$ cat src/rtl/bar_ctrl_if.sv
`default_nettype none
// ============================================================================
// Module  : bar_ctrl_if
// Brief   : Button/vsync inputs and bar-height outputs of the bar_ctrl stage.
// Revision: 1.0 - initial release
// ============================================================================
interface bar_ctrl_if #(
    parameter int H_W = 8
);
    logic               btnU;
    logic               btnD;
    logic               btnL;
    logic               btnR;
    logic               vsync;
    logic [4*H_W-1:0]   heights;
    logic [1:0]         sel_lane;
    logic               frame_tick;

    modport master (
        output btnU, btnD, btnL, btnR, vsync,
        input  heights, sel_lane, frame_tick
    );

    modport slave (
        input  btnU, btnD, btnL, btnR, vsync,
        output heights, sel_lane, frame_tick
    );
endinterface
`default_nettype wire

$ cat src/rtl/bar_ctrl.sv
`default_nettype none
// ============================================================================
// Module  : bar_ctrl
// Brief   : Debounced button control of four bar heights, updated per frame.
//           Optional BAR_CTRL_AUTODECAY_EN: non-selected lanes fall by 1/frame.
// Revision: 1.0 - initial release
// ============================================================================
module bar_ctrl #(
    parameter int H_W        = 8,
    parameter int MAX_H      = 240,
    parameter int INIT_H     = 16,
    parameter int STEP       = 8,
    parameter int DEB_CYCLES = 1000000
) (
    input  wire       clk,
    input  wire       btnC,
    bar_ctrl_if.slave bus
);

    localparam int c_CNT_W = $clog2(DEB_CYCLES + 1);
    localparam int c_EXT_W = H_W + 1;

    // Button order inside the vectors: 0=U, 1=D, 2=L, 3=R
    logic [3:0]     w_raw;
    logic [3:0]     w_deb;
    logic [3:0]     deb_prev_q;
    logic [1:0]     sel_q;
    logic [1:0]     sel_d;
    logic           vs_q;
    logic           tick_q;
    logic           w_frame;
    logic           w_rise_l;
    logic           w_rise_r;
    logic           w_up_only;
    logic           w_dn_only;
    logic [c_EXT_W-1:0] w_up;
    logic [c_EXT_W-1:0] w_dn;
    logic [H_W-1:0] h_q [4];
    logic [H_W-1:0] h_d [4];

    assign w_raw = {bus.btnR, bus.btnL, bus.btnD, bus.btnU};

    for (genvar b = 0; b < 4; b++) begin : g_btn
        logic [1:0]         sync_q;
        logic               stable_q;
        logic [c_CNT_W-1:0] cnt_q;

        always_ff @(posedge clk or posedge btnC) begin
            if (btnC) begin
                sync_q   <= 2'b00;
                stable_q <= 1'b0;
                cnt_q    <= '0;
            end else begin
                sync_q <= {sync_q[0], w_raw[b]};
                if (sync_q[1] == stable_q) begin
                    cnt_q <= '0;
                end else if (cnt_q == c_CNT_W'(DEB_CYCLES - 1)) begin
                    // This sample is the DEB_CYCLES-th consecutive mismatch
                    stable_q <= ~stable_q;
                    cnt_q    <= '0;
                end else begin
                    cnt_q <= cnt_q + 1'b1;
                end
            end
        end

        assign w_deb[b] = stable_q;
    end

    assign w_rise_l  = w_deb[2] & ~deb_prev_q[2];
    assign w_rise_r  = w_deb[3] & ~deb_prev_q[3];
    assign w_frame   = bus.vsync & ~vs_q;
    assign w_up_only = w_deb[0] & ~w_deb[1];
    assign w_dn_only = w_deb[1] & ~w_deb[0];

    always_comb begin
        sel_d = sel_q;
        if (w_rise_r && !w_rise_l) begin
            sel_d = sel_q + 2'd1;
        end else if (w_rise_l && !w_rise_r) begin
            sel_d = sel_q - 2'd1;
        end
    end

    always_comb begin
        for (int i = 0; i < 4; i++) begin
            h_d[i] = h_q[i];
        end
        // One bit wider so neither overflow past MAX_H nor underflow wraps
        w_up = {1'b0, h_q[sel_q]} + c_EXT_W'(STEP);
        w_dn = {1'b0, h_q[sel_q]} - c_EXT_W'(STEP);
        if (w_frame) begin
`ifdef BAR_CTRL_AUTODECAY_EN
            for (int i = 0; i < 4; i++) begin
                if ((2'(i) != sel_q) && (h_q[i] != '0)) begin
                    h_d[i] = h_q[i] - 1'b1;
                end
            end
`else
`endif
            if (w_up_only) begin
                h_d[sel_q] = (w_up > c_EXT_W'(MAX_H)) ? H_W'(MAX_H) : w_up[H_W-1:0];
            end else if (w_dn_only) begin
                h_d[sel_q] = w_dn[H_W] ? '0 : w_dn[H_W-1:0];
            end
        end
    end

    // Height update uses sel_q, i.e. the lane selected before any same-cycle change
    always_ff @(posedge clk or posedge btnC) begin
        if (btnC) begin
            deb_prev_q <= 4'b0000;
            sel_q      <= 2'd0;
            vs_q       <= 1'b1;
            tick_q     <= 1'b0;
            for (int i = 0; i < 4; i++) begin
                h_q[i] <= H_W'(INIT_H);
            end
        end else begin
            deb_prev_q <= w_deb;
            sel_q      <= sel_d;
            vs_q       <= bus.vsync;
            tick_q     <= w_frame;
            for (int i = 0; i < 4; i++) begin
                h_q[i] <= h_d[i];
            end
        end
    end

    for (genvar i = 0; i < 4; i++) begin : g_pack
        assign bus.heights[i*H_W +: H_W] = h_q[i];
    end

    assign bus.sel_lane   = sel_q;
    assign bus.frame_tick = tick_q;

endmodule
`default_nettype wire
$ cat src/flat_wrapper.sv
// flat-port wrapper written by rule: the top's interface ports become plain ports
module bar_ctrl_flat 
#(
    parameter int H_W        = 8,
    parameter int MAX_H      = 240,
    parameter int INIT_H     = 16,
    parameter int STEP       = 8,
    parameter int DEB_CYCLES = 1000000
)
  (clk, btnC, bus_btnU, bus_btnD, bus_btnL, bus_btnR, bus_vsync, bus_heights, bus_sel_lane, bus_frame_tick);
  bar_ctrl_if #(.H_W(H_W)) bus_i ();
  input  wire clk;
  input  wire btnC;
  input wire logic [$bits(bus_i.btnU)-1:0] bus_btnU;
  input wire logic [$bits(bus_i.btnD)-1:0] bus_btnD;
  input wire logic [$bits(bus_i.btnL)-1:0] bus_btnL;
  input wire logic [$bits(bus_i.btnR)-1:0] bus_btnR;
  input wire logic [$bits(bus_i.vsync)-1:0] bus_vsync;
  output wire logic [$bits(bus_i.heights)-1:0] bus_heights;
  output wire logic [$bits(bus_i.sel_lane)-1:0] bus_sel_lane;
  output wire logic [$bits(bus_i.frame_tick)-1:0] bus_frame_tick;
  assign bus_i.btnU = bus_btnU;
  assign bus_i.btnD = bus_btnD;
  assign bus_i.btnL = bus_btnL;
  assign bus_i.btnR = bus_btnR;
  assign bus_i.vsync = bus_vsync;
  assign bus_heights = bus_i.heights;
  assign bus_sel_lane = bus_i.sel_lane;
  assign bus_frame_tick = bus_i.frame_tick;
  bar_ctrl #(.H_W(H_W), .MAX_H(MAX_H), .INIT_H(INIT_H), .STEP(STEP), .DEB_CYCLES(DEB_CYCLES)) u_core (.clk(clk), .btnC(btnC), .bus(bus_i));
endmodule
$ cat config.mk
export PLATFORM = sky130hd
export DESIGN_NAME = bar_ctrl_flat
export DESIGN_NICKNAME = d
export VERILOG_FILES = /design/src/rtl/bar_ctrl_if.sv /design/src/rtl/bar_ctrl.sv /design/src/flat_wrapper.sv
export SDC_FILE = /design/constraint.sdc
export NUM_CORES = 1
export LEC_CHECK = 0
export CAP_MARGIN = 0
export CORE_UTILIZATION = 40
export DETAILED_ROUTE_END_ITERATION = 10
export HOLD_SLACK_MARGIN = 0.06
export PLACE_DENSITY = 0.65
export REMOVE_ABC_BUFFERS = 1
export SLEW_MARGIN = 25
export SYNTH_ARGS = -nofsm -noshare
export SYNTH_HDL_FRONTEND = slang
export SYNTH_SLANG_ARGS = --single-unit
$ cat constraint.sdc
create_clock -name clk -period 4.9 [get_ports clk]
set_input_delay 0.98 -clock clk [delete_from_list [all_inputs] [get_ports clk]]
set_output_delay 0.98 -clock clk [all_outputs]
set_load 0.1 [all_outputs]
# Yosys cells after proc, flatten, opt, wreduce, memory -nomap -nowiden
# Index checks and enable logic that the tools add are counted.
[totals]
ff_bits = 132
in_bits = 7
word_cells = 89
[classes]
eq_ne = 8
muxes = 21
bitwise = 17
order_cmp = 3
addsub = 8
reduce_logical = 12
[ops]
columns = ["cell", "n"]
rows = [
  ["2-to-1 mux 20 bit", 8],
  ["adder 20 x 1 -> 20 bit, second input constant", 4],
  ["== test 20 bit, second input constant", 4],
  ["bitwise mux 32 bit", 2],
  ["2-to-1 mux 32 bit", 2],
  ["2-to-1 mux 8 bit", 5],
  ["binary-select mux 8 bit (select 2 bit)", 1],
  ["demux 8 bit (select 2 bit)", 1],
  ["inverter 1 bit", 11],
  ["AND reduction 2 bit", 5],
  ["adder 8 x 4 -> 9 bit, second input constant", 1],
  ["greater-than comparator 9 x 8 -> 1 bit, second input constant", 1],
  ["subtractor 8 x 4 -> 9 bit, second input constant", 1],
  ["bitwise AND 1 bit", 5],
  ["== test 1 bit", 4],
  ["2-to-1 mux 2 bit", 2],
  ["nonzero test 2 bit", 2],
  ["greater-or-equal comparator 3 bit, second input constant", 1],
  ["logical AND 1 bit", 3],
  ["less-than comparator 3 x 1 -> 1 bit, second input constant", 1],
  ["inverter 2 -> 3 bit", 1],
  ["adder 2 x 1 -> 2 bit, second input constant", 1],
  ["zero test 1 bit", 2],
  ["subtractor 2 x 1 -> 2 bit, second input constant", 1],
]

# Depth between registers and ports, before layout
[depth]
word_depth = 9
ltp_mapped = 10
depth_no_buf = 8

# Worst setup path before layout
# Ideal clock, no wire load.
[synth_path]
path_type = "flip-flop to flip-flop"
startpoint = "register u_core.sel_q[0] (netlist: u_core.bus.sel_lane[0])"
endpoint = "register u_core.h_q (netlist bit u_core.bus.heights[0])"
path_stages_with_launch = 10
required_ns = 4.760
setup_ns = 0.140
slack_ns = 1.862
period_less_slack_ns = 3.038
t_arrival_ns = 2.898
path_buffers = 3
cell_sequence = "dfrtp_1 > buf_6 > mux4_2 > buf_6 > ha_1 > xor2_1 > nand4_1 > o21bai_1 > clkbuf_1 > a21boi_0"
[synth_between]
elab_chain_cells = 9
word_cells_on_any_way = 18
[synth_lines]
columns = ["item", "line", "source"]
rows = [
  ["start, declared", "bar_ctrl.sv:27", "logic [1:0] sel_q;"],
  ["start signal, assigned", "bar_ctrl.sv:121", "sel_q <= sel_d;"],
  ["inverter 2 -> 3 bit (*)", "n/a", ""],
  ["binary-select mux 8 bit (select 2 bit)", "bar_ctrl.sv:90, bar_ctrl.sv:91", ""],
  ["2-to-1 mux 8 bit (implied by the code) (2 in series)", "bar_ctrl.sv:90, bar_ctrl.sv:91", ""],
  ["adder 8 x 4 -> 9 bit / subtractor 8 x 4 -> 9 bit (equally long branches)", "bar_ctrl.sv:90, bar_ctrl.sv:91", ""],
  ["greater-than comparator 9 x 8 -> 1 bit / 2-to-1 mux 8 bit (equally long branches)", "bar_ctrl.sv:102, bar_ctrl.sv:104", ""],
  ["2-to-1 mux 8 bit / bitwise mux 32 bit (equally long branches)", "bar_ctrl.sv:102, bar_ctrl.sv:104", ""],
  ["bitwise mux 32 bit / 2-to-1 mux 32 bit (equally long branches)", "bar_ctrl.sv:102, bar_ctrl.sv:103", ""],
  ["2-to-1 mux 32 bit (*)", "bar_ctrl.sv:101", "if (w_up_only) begin"],
  ["end signal, assigned by index", "bar_ctrl.sv:117", "h_q[i] <= H_W'(INIT_H);"],
  ["end signal, assigned by index", "bar_ctrl.sv:125", "h_q[i] <= h_d[i];"],
  ["end, declared", "bar_ctrl.sv:38", "logic [H_W-1:0] h_q [4];"],
]
# Mark *: on every way between the ends. The rest lies on a longest branch, timed or not. The select of a mux whose other input is x is not followed.
# A chain may end at the register's enable or synchronous reset.

# Final worst setup path
[layout_path]
startpoint = "register u_core.sel_q[0] (netlist: u_core.bus.sel_lane[0])"
endpoint = "output bus_sel_lane[0]"
[layout_lines]
columns = ["item", "line", "source"]
rows = [
  ["end, declared", "flat_wrapper.sv:20", "output wire logic [$bits(bus_i.sel_lane)-1:0] bus_sel_lane;"],
]
# No word-level cell between the ends.

==> key figures <==
Worst setup path
  – Depth of the worst register-to-register path: 6
  – Category of cells accounting for the largest share of critical-path delay: buffers and inverters
  – Sort of element at the start of the critical path: register
  – Biggest fanout along the worst timing path: 18
  – Setup CP Type: register to primary output
  – Source of the worst register-to-register timing path: u_core.bus.sel_lane[0]
  – Origin of the worst setup path: u_core.bus.sel_lane[0]
  – WP data required: 3.92 ns
  – Crit-path slowest cell: clkdlybuf4s50_1
  – Delay of the slowest critical-path stage: 1.27 ns
  – Buffers plus inverters on the worst setup path: 1
  – Worst path cell trace: clkdlybuf4s50_1
  – Worst path depth: 1
  – Critical Path AT: approximately 2.6 ns
  – Kind of end point of the critical path: primary output

Global routing
  – Global-route usage over all layers: 16.7%
  – Met3 Resource Use GR: under 10%
  – M1 GR Usage: a little over a fifth
  – Vias in the first global route: 4397
  – Largest net degree at the start of global routing: 75
  – Global routing's busiest layer: met2
  – Grt total ovfl: 0
  – Global-route track usage on met2: a little over a quarter
  – Wire length of the first global-routing pass: 21.0 mm
  – Antenna violations before repair: 0

Power and ir drop
  – Total power consumption of the routed design: 2.37 mW
  – Power per cell area: 325 nW/um2
  – Leakage power total: ~3.0 nW
  – IR drop worst, VDD: ~280 uV

Synthesis
  – Mapped Cells: 591
  – Sequential area share after synthesis: 52.8%
  – Fraction of synthesis flops using an asynchronous set or reset pin: 100%
  – Flop and latch count out of synthesis: 130
  – Post-synthesis area per instance: 10.4 um2
  – Dominant register cell in the synthesized netlist: dfrtp_1
  – Library cells used by synthesis: 46
  – Post-synth EDFFs: 0
  – Count of synthesis-stage warnings from yosys: 0
  – Synthesized cell area: 6170 um2

Placement
  – Detailed-placement wirelength estimate: ~8.2 mm
  – RePlAce Congestion: ~0.86
  – Post-detailed-placement cell area: 6730 um2
  – Number of input and output port buffers inserted: 41

Clock network
  – Clk_lat worst skew: 0.42 ns
  – Post-CTS repair timing setup buffer count: 0
  – Clock tree from TritonCTS: yes
  – H-tree Lvls: 4
  – Number of buffers added to fix hold violations after cts: 0
  – Root Driver: clkbuf_16
  – Number of buffers created by CTS: 17
  – Quantity of gates resized following cts: 0
  – Clk slew on worst S/H paths: 0.06 ns
  – Clk buf depth: 2
  – Sink Count: 130

STA
  – Upper clock frequency limit: approximately 280 MHz
  – Minimum clock period after layout: 3.54 ns
  – Max Transition Viols Final: 0
  – Setup-violating endpoint count in the final report: 0
  – Slew of the pin with the lowest slew margin: 0.993 ns
  – Total Neg Setup Slack: 0 ns
  – Tcrit/Tclk final: a little over 70%
  – Slew Limit Headroom: 33.6%
  – Setup Skew: 0.0112 ns
  – Final hold vios: 0
  – Unrepaired setup endpoints after global routing: false

Cells and area
  – Antenna Cells: 0
  – Most frequent standard cell in the layout excluding fill and tap cells: dfrtp_1
  – Final Cell Area: 7280 um2
  – Area grow syn2layout: 18.0%
  – Commonest cells after routing, fill and taps aside: 125 x dfrtp_1, 101 x nor2_1, 49 x xnor2_1
  – Filler Cell Count: roughly 1.3k
  – Area of the multi-input gates: 2730 um2
  – Total Nets Final: 648
  – Reg area: 3260 um2
  – Share of cells above drive strength 1: 10.2%

Floorplanning
  – I/O pin cnt: 42
  – Standard-cell rows: 45
  – Die Wd: 126 um
  – Core Box Area: 15100 um2
  – Die Height: 126 um
  – Starting utilization of the core area: 40.7%
  – DIE AREA: 15900 um2

Detailed routing
  – Iter 0 DRT Violations: ~350
  – DRC violation count after routing: 0
  – Length of the first detailed-routing pass in iterations: 5
  – Count of antenna-violating nets left after detailed routing: 0
  – Number of vias after detailed routing: 4379
  – Mean routed wirelength per cell: approximately 14 um
  – Detailed-route wire length: 12.0 mm
  – Detail-routed via count per cell: 5.25

Hold path
  – Worst min-delay path category: register to register
  – Hold-critical path depth: 0
  – Worst hold start: u_core.g_btn[3].sync_q[0]

Run status
  – Status: finished, final reports clean

Job
  – Max-cap check violation count: 0
==> kinds of logic (layout without fill, tap and decap cells) <==
group	after synthesis	after routing	synth area share, %
AO/OA/AOI/OAI	42	42	4.72
XOR/XNOR	81	81	11.5
adder cells (fa/ha/maj)	8	8	1.62
buffers and inverters	41	96	3.00
flip-flops	130	130	52.8
multiplexers	24	24	5.27
AND/OR/NAND/NOR	265	265	21.1
==> per-layer routing <==
layer  vias up  part of all wire (%)
met5         -                     0
met4         0                  0.98
met3        11                   4.0
met2        86                    50
met1      2175                    45
li1       2107                     -
==> worst paths after layout <==
| check | endpoint | slack [ns] |
|---|---|---|
| worst min register to register | u_core.g_btn[3].sync_q[1] | 0.35 |
| worst min-delay path | u_core.g_btn[3].sync_q[1] | 0.35 |
| worst max-delay path | bus_sel_lane[0] | 1.36 |
| worst max register to register | u_core.bus.heights[1] | 1.69 |
| min in group asynchronous | u_core.g_btn[1].sync_q[0] | 1.08 |
| max in group asynchronous | u_core.bus.heights[5] | 2.87 |
==> sequential cells by signal, indices dropped and copies added (netlist names) <==
| signal | cells |
|---|---|
| u_core.bus.heights | 32 |
| u_core.g_btn.sync_q | 8 |
| u_core.vs_q | 1 |
| u_core.bus.sel_lane | 2 |
| u_core.g_btn.stable_q | 4 |
| u_core.deb_prev_q | 2 |
| u_core.g_btn.cnt_q | 80 |
| u_core.bus.frame_tick | 1 |
==> synthesized netlist by cell type (all sizes together), types with 6 or more instances <==
library cell,count,area (um2)
xor2,32,280
ha,8,100
nor2b,6,37.5
and3,8,50.1
buf,11,71.3
mux2,15,169
nand4,14,87.6
nand2b,6,37.5
nor4,21,138
clkbuf,9,35.0
a21boi,12,90.1
a21oi,7,35.0
inv,21,78.8
xnor2,49,429
o21ai,12,60.1
and4,9,78.8
nor2,101,379
nand2,33,124
dfrtp,125,3130
nor3,17,85.1
nand3,35,175
==> worst reg2reg max path, delay by kind of cell (launching register included) <==
family                   cells  cell delay, ns
AND/OR/NAND/NOR              1            0.14
XOR/XNOR                     1            0.20
multiplexers                 1            0.77
AO/OA/AOI/OAI                2            0.80
flip-flops                   1            0.86
adder cells (fa/ha/maj)      1            0.28
==> per-stage QoR <==
stage / setup slack [ns] / std cells / hold WS (ns) / util (%)
after floorplan: 0.459 / 571 / 0.331 / -
after global placement: 1.82 / 802 / 0.337 / 44.4
after detailed placement: 1.68 / 802 / 0.342 / 44.4
after CTS: 1.35 / 834 / 0.355 / 48.1
after global routing: 1.26 / 834 / 0.362 / 48.1
final: 1.36 / 834 / 0.351 / 48.1
==> area by class of cell <==
type,count,area share (%)
Timing Repair Buffer,43,5.84
Multi-Input combinational cell,420,37.4
Sequential cell,130,44.7
Tap cell,188,3.23
Inverter,21,1.12
Clock inverter,13,1.56
Clock buffer,19,6.08
==> power breakdown <==
part           switching (mW)  internal, mW  total [mW]
Clock                   0.466         0.707        1.17
Sequential             0.0128          1.09        1.10
Combinational          0.0667        0.0251      0.0918
No activity file was read; power rests on OpenSTA's default activity.
